File: src/rtl/aes_block_packer.sv
// aes_block_packer
// Collects a byte-wide Avalon-ST message stream into AES-sized blocks.
// Each block goes out on a block-wide Avalon-ST interface with sop/eop/empty.
// Packet framing on the byte side is policed. A violation produces a
// one-cycle err_frame pulse.
module aes_block_packer #(
  parameter  int BLOCK_BYTES = 16,
  localparam int EMPTY_W     = $clog2(BLOCK_BYTES),
  localparam int DATA_W      = 8 * BLOCK_BYTES
) (
  input  logic               clk,
  input  logic               rst,
  input  logic               in_valid,
  output logic               in_rdy,
  input  logic [7:0]         in_data,
  input  logic               in_sop,
  input  logic               in_eop,
  output logic               out_valid,
  input  logic               out_rdy,
  output logic [DATA_W-1:0]  out_data,
  output logic               out_sop,
  output logic               out_eop,
  output logic [EMPTY_W-1:0] out_empty,
  output logic               err_frame
);

  localparam logic [EMPTY_W-1:0] LAST_POS = EMPTY_W'(BLOCK_BYTES - 1);

  typedef enum logic {
    IDLE,
    IN_PKT
  } state_t;

  state_t              r_state;
  logic [DATA_W-1:0]   r_acc;        // bytes of the block being built
  logic [EMPTY_W-1:0]  r_cnt;        // next free byte slot in r_acc
  logic                r_first;      // block being built is the first of its packet
  logic                r_out_valid;
  logic [DATA_W-1:0]   r_out_data;
  logic                r_out_sop;
  logic                r_out_eop;
  logic [EMPTY_W-1:0]  r_out_empty;
  logic                r_err;

  logic                w_accept;
  logic                w_drop;
  logic                w_store;
  logic                w_complete;
  logic [EMPTY_W-1:0]  w_pos;
  logic                w_first;
  logic [DATA_W-1:0]  w_block;

  // A byte can enter whenever the output register is empty or being drained.
  // The accumulator is therefore never written while a block is stalled.
  assign in_rdy    = ~r_out_valid | out_rdy;
  assign w_accept  = in_valid & in_rdy;
  // A byte that does not open a packet while none is open is thrown away.
  assign w_drop    = w_accept & (r_state == IDLE) & ~in_sop;
  assign w_store   = w_accept & ~w_drop;
  // A sop byte always lands in slot 0, abandoning any partial block.
  assign w_pos     = in_sop ? '0 : r_cnt;
  assign w_first   = in_sop | r_first;
  assign w_complete = w_store & (in_eop | (w_pos == LAST_POS));

  // Build the accumulator image that includes the incoming byte.
  always_comb begin
    // NOTE: every combinational output gets a default first.
    // Without it, a path that skips the assignment infers a latch.
    w_block = in_sop ? '0 : r_acc;
    for (int k = 0; k < BLOCK_BYTES; k++) begin
      if (EMPTY_W'(k) == w_pos) begin
        w_block[DATA_W-1-8*k -: 8] = in_data;
      end
    end
  end

  // Packet FSM, accumulator, and registered output beat.
  always_ff @(posedge clk or negedge rst) begin
    // NOTE: sequential state uses non-blocking assignments only.
    // All registers then update together at the edge, independent of statement order.
    if (!rst) begin
      r_state     <= IDLE;
      r_acc       <= '0;
      r_cnt       <= '0;
      r_first     <= 1'b0;
      r_out_valid <= 1'b0;
      r_out_data  <= '0;
      r_out_sop   <= 1'b0;
      r_out_eop   <= 1'b0;
      r_out_empty <= '0;
      r_err       <= 1'b0;
    end else begin
      r_err <= w_drop | (w_accept & in_sop & (r_state == IN_PKT));

      // The encryptor took the beat. Another load below may replace it in the same edge.
      if (r_out_valid && out_rdy) begin
        r_out_valid <= 1'b0;
      end

      if (w_store) begin
        if (w_complete) begin
          r_out_valid <= 1'b1;
          r_out_data  <= w_block;
          r_out_sop   <= w_first;
          r_out_eop   <= in_eop;
          r_out_empty <= in_eop ? (LAST_POS - w_pos) : '0;
          r_acc       <= '0;
          r_cnt       <= '0;
          r_first     <= 1'b0;
          r_state     <= in_eop ? IDLE : IN_PKT;
        end else begin
          r_acc       <= w_block;
          r_cnt       <= w_pos + EMPTY_W'(1);
          r_first     <= w_first;
          r_state     <= IN_PKT;
        end
      end
    end
  end

  assign out_valid = r_out_valid;
  assign out_data  = r_out_data;
  assign out_sop   = r_out_sop;
  assign out_eop   = r_out_eop;
  assign out_empty = r_out_empty;
  assign err_frame = r_err;

endmodule

File: config.mk
export PLATFORM = sky130hd
export DESIGN_NAME = aes_block_packer
export DESIGN_NICKNAME = d
export VERILOG_FILES = /design/src/rtl/aes_block_packer.sv
export SDC_FILE = /design/constraint.sdc
export NUM_CORES = 1
export LEC_CHECK = 0
export CORE_MARGIN = 2
export CORE_UTILIZATION = 50
export DETAILED_ROUTE_END_ITERATION = 8
export GPL_TIMING_DRIVEN = 0
export MAX_ROUTING_LAYER = met4
export PLACE_DENSITY = 0.72
export SETUP_SLACK_MARGIN = 0.4
export SYNTH_ARGS = -nofsm -noshare
export SYNTH_HDL_FRONTEND = slang
export SYNTH_SLANG_ARGS = --single-unit
File: constraint.sdc
create_clock -name clk -period 2.8 [get_ports clk]
set_input_delay 0.56 -clock clk [delete_from_list [all_inputs] [get_ports clk]]
set_output_delay 0.56 -clock clk [all_outputs]
set_load 0.05 [all_outputs]
==> qor.txt <==
PWR
----------------------------------------------------------------------------------------------------
Relative contribution of combinational cells to total power                                    18.4%
Switching power summed over all nets                                                      0.002926 W
Int Pwr                                                                                   0.007055 W
Power density cells                                                                     620.9 nW/µm²
Clk network pwr share                                                                          39.5%
Total power                                                                               0.009980 W
Fraction of power spent switching nets                                                        29.31%
Leak pwr                                                                                    7.098 nW
Sequential share of power                                                                      42.1%
Worst-case vdd ir drop                                                                     0.6536 mV

FINISH
----------------------------------------------------------------------------------------------------
Share of layout cells above drive strength 1                                                  24.63%
Area taken by flip-flops and latches                                                        6756 µm²
Signed area change from the synthesized netlist to the final layout                           23.21%
Fill cell count                                                                                 2065
Layout Cells excl Fill                                                                          1550
Multi-input gate area in the final layout                                                   5324 µm²
Number of nets in the final layout                                                              1210

GLOBAL ROUTE
----------------------------------------------------------------------------------------------------
Maximum number of pins on one net before global-route repair                                     109
Vias in the first global route                                                                  9178
Number of antenna violations at the first check in global routing                                  1
Global-route wire length before repair                                                      53230 µm
Total Routing Usage GR                                                                        25.86%
Sum of overflow across all layers after global routing                                             0

SYNTHESIS
----------------------------------------------------------------------------------------------------
Top cells by area in the synthesized netlist                                            sky130_fd_sc_hd__dfrtp_1 52%, sky130_fd_sc_hd__o32ai_2 11%, sky130_fd_sc_hd__mux2i_1 7.5%
Synth area leader                                                                       sky130_fd_sc_hd__dfrtp_1
Yosys warning count                                                                                0
Area share of the leading cell type in the synthesized netlist                                51.79%
Number of nets produced by synthesis                                                            1030
Count of distinct cell types in the synthesized netlist                                           48
EDFF count, synth                                                                                  0
Number of synthesized register bits                                                              270
Sequential area share after synthesis                                                         51.79%
Dominant cell by count in the synthesized netlist                                       sky130_fd_sc_hd__dfrtp_1
Cell count after synthesis                                                                      1012
Ys async rst share                                                                            100.0%
Synthesized cell area                                                                      13050 µm²
Leading cell types by count after synthesis                                             270 x sky130_fd_sc_hd__dfrtp_1, 104 x sky130_fd_sc_hd__inv_1, 98 x sky130_fd_sc_hd__mux2i_1, 96 x sky130_fd_sc_hd__o2bb2ai_1, 90 x sky130_fd_sc_hd__o32ai_2
Mean instance size in the synthesized netlist                                              12.89 µm²
Most used flip-flop cell after synthesis                                                sky130_fd_sc_hd__dfrtp_1

STA
----------------------------------------------------------------------------------------------------
Post-layout min period                                                                      2.398 ns
Post-route worst setup slack                                                               0.4022 ns
Max-slew violations                                                                                0
Slew of the pin with the lowest slew margin                                                0.9368 ns
Unrepaired setup endpoints after global routing                                                  yes
Slew Limit Headroom                                                                           37.55%
Hold Worst Slack                                                                           0.4858 ns
Final-layout setup total negative slack                                                         0 ns
Final setup vio count                                                                              0
Fmax achieved                                                                              417.1 MHz
Hold Violations, Final                                                                             0
Final clock period utilization by the worst path                                              85.63%
Post-route clock skew                                                                     0.01031 ns

PLACE
----------------------------------------------------------------------------------------------------
Count of input and output buffers                                                                140
Detailed Place HPWL                                                                         22670 µm
Pre-CTS worst setup slack                                                                 -0.2868 ns
Placer congestion estimate                                                                    0.8423
Number of instances in the placed design                                                        1489

WORST HOLD PATH
----------------------------------------------------------------------------------------------------
Worst hold stages                                                                                  1
Worst hold-check path type                                                                   reg2reg
Startpoint of the most critical hold path                                               out_data[43]$_DFFE_PN0P_
WHS Endpoint                                                                            out_data[43]$_DFFE_PN0P_

DETAILED ROUTING
----------------------------------------------------------------------------------------------------
Number of DRC violations after detailed-routing iteration 0                                      698
Router iterations before antenna repair                                                            5
Antenna Violating Nets Remaining                                                                   0
Number of DRC violations after detailed routing                                                    0
Average wire length per cell after detail routing                                           22.05 µm
Total via count in the routed design                                                            9172
Total wirelength of the detailed-routed design                                              34180 µm
Number of vias per cell after detailed routing                                                 5.917

SETUP PATH
----------------------------------------------------------------------------------------------------
Largest fanout on the critical path                                                               10
Endpoint of the lowest-slack register-to-register path                                  out_data[8]$_DFFE_PN0P_
Type of destination of the critical path                                                primary output
Chain of cells forming the critical path                                                nor2b_2 -> inv_1 -> buf_2 -> clkbuf_4
Required time reported for the critical path endpoint                                        2.24 ns
Crit path DAT                                                                                1.84 ns
Register-to-register setup slack                                                             0.49 ns
Depth of the most critical reg-to-reg path                                                         9
Largest stage delay on the critical path                                                     0.41 ns
Kind of launch point of the worst setup path                                               flip-flop
Worst setup path class                                                                       reg2out
Standard cell with the maximum stage delay on the critical path                         sky130_fd_sc_hd__dfrtp_1
Source of the worst register-to-register timing path                                    r_cnt[0]$_DFFE_PN0P_

CLOCKING
----------------------------------------------------------------------------------------------------
Htree depth                                                                                        1
Worst-case clock buffer depth                                                                      3
CTS Buf Count                                                                                     29
CTS tree                                                                                       built
Clock-pin slew reported for the worst setup and hold paths after clock tree synthesis        0.06 ns
Source-to-sink clock delay at the later pin of the worst-skew pair                           0.55 ns
Clock tree sinks                                                                                 270
Root buffer selected by CTS                                                             sky130_fd_sc_hd__clkbuf_16

FLOORPLANNING
----------------------------------------------------------------------------------------------------
Die Y                                                                                       165.5 µm
Effective utilization at floorplan                                                            50.49%
Area enclosed by the die boundary                                                          27400 µm²
Core ar.                                                                                   25840 µm²
I/O pin count                                                                                    151
Number of rows in the core area                                                                   59
DIE WIDTH                                                                                   165.5 µm

OUTCOME
----------------------------------------------------------------------------------------------------
Run status                                                                              finished clean

FLOW RUN
----------------------------------------------------------------------------------------------------
Max cap viols                                                                                      0

==> placed cells by master, fill, tap and decap left out, drive strengths merged, types with 2 or more instances in the layout <==
cell type / synthesis / routed
clkinv: 0 / 6
a22o: 4 / 4
a32o: 31 / 31
o2111ai: 2 / 2
a31o: 31 / 31
buf: 74 / 83
nand2b: 2 / 2
clkbuf: 48 / 92
or2: 2 / 2
nand3: 6 / 6
o31ai: 6 / 6
nand3b: 8 / 8
inv: 105 / 106
a31oi: 3 / 3
nand2: 2 / 2
or3b: 4 / 4
nor2b: 36 / 36
o32ai: 96 / 96
a21oi: 3 / 3
mux2: 31 / 31
clkdlybuf4s50: 0 / 137
bufinv: 0 / 2
dfrtp: 270 / 270
ha: 4 / 4
and4b: 2 / 2
nand4: 2 / 2
o31a: 31 / 31
mux2i: 98 / 98
nor2: 3 / 3
o2bb2ai: 96 / 96
==> logic make-up (layout without fill, tap and decap cells) <==
group           Yosys count  after routing  share of synthesized area, %
flops                   270            270                         51.79
simple gates             71             71                         3.520
buf+inv                 227            429                         7.807
compound gates          311            311                         26.31
other cells               0              1                             0
mux                     129            129                         10.19
fa+ha+maj                 4              4                        0.3836
==> worst max path at each step <==
stage | startpoint | to | slack [ns] | depth (start not counted)
floorplan | in_sop | out_data[100]$_DFFE_PN0P_ | 0.41 | 10
global placement | rst | out_data[109]$_DFFE_PN0P_ | -10.61 | 1
detailed placement | in_sop | r_acc[8]$_DFFE_PN0P_ | -0.29 | 9
CTS | out_valid$_DFF_PN0_ | in_rdy | 0.27 | 4
global route | out_valid$_DFF_PN0_ | in_rdy | 0.36 | 4
finish | out_valid$_DFF_PN0_ | in_rdy | 0.40 | 4
==> routing by layer <==
metal,share of wire (%),vias to the layer above,routed length [µm],track usage (%)
li1,-,4165,-,-
met1,45,4697,15290,35.60
met2,49,257,16600,40.81
met3,4.4,53,1509,3.322
met4,2.3,0,780,6.897
met5,0,-,0,-
==> critical path, delay by kind of cell (launching register included) <==
kind | cells | cell delay [ns]
buf+inv | 3 | 0.69
flops | 1 | 0.41
simple gates | 1 | 0.19
==> power groups by stage <==
stage | Clock [W] | Sequential [W] | Combinational, W
2_1_floorplan | 0 | 0.00463 | 0.000816
3_3_place_gp | 0 | 0.00427 | 0.00179
3_5_place_dp | 0 | 0.00426 | 0.00181
4_1_cts | 0.00399 | 0.00420 | 0.00183
5_1_grt | 0.00415 | 0.00422 | 0.00194
6_report | 0.00395 | 0.00420 | 0.00184
==> final cells by class <==
class	count	share of cell area, %
clock inverter	10	0.6616
multi-input combinational	515	33.12
inverter	105	2.452
timing repair buffer	149	9.434
clock buffer	43	5.527
sequential	270	42.03
tap	335	2.608
buffer	122	4.149
antenna	1	0.01557
==> state kept, by name, summed over array words and instances, names as in the netlist <==
signal and count:
err_frame 1, r_cnt 4, out_eop 1, out_sop 1, out_valid 1, r_acc 128
r_first 1, out_empty 4, out_data 128, r_state 1
==> stage by stage <==
| stage | utilization, % | area (µm²) |
|---|---|---|
| final | 62.21 | 16070 |
| after floorplan | - | 13100 |
| after global placement | 57.76 | 14920 |
| after detailed placement | 57.99 | 14980 |
| after CTS | 62.01 | 16020 |
| after global routing | 62.21 | 16070 |
==> what timing repair did <==
item                                   in CTS  in global routing
buffers inserted                            0                  6
pin swaps                                   0                  2
hold buffers                                1                  0
endpoints found under the hold margin      63                  0
resized for setup                          11                  7
setup endpoints to repair                  79                102
Note: power is estimated with default switching activity, not from simulation.
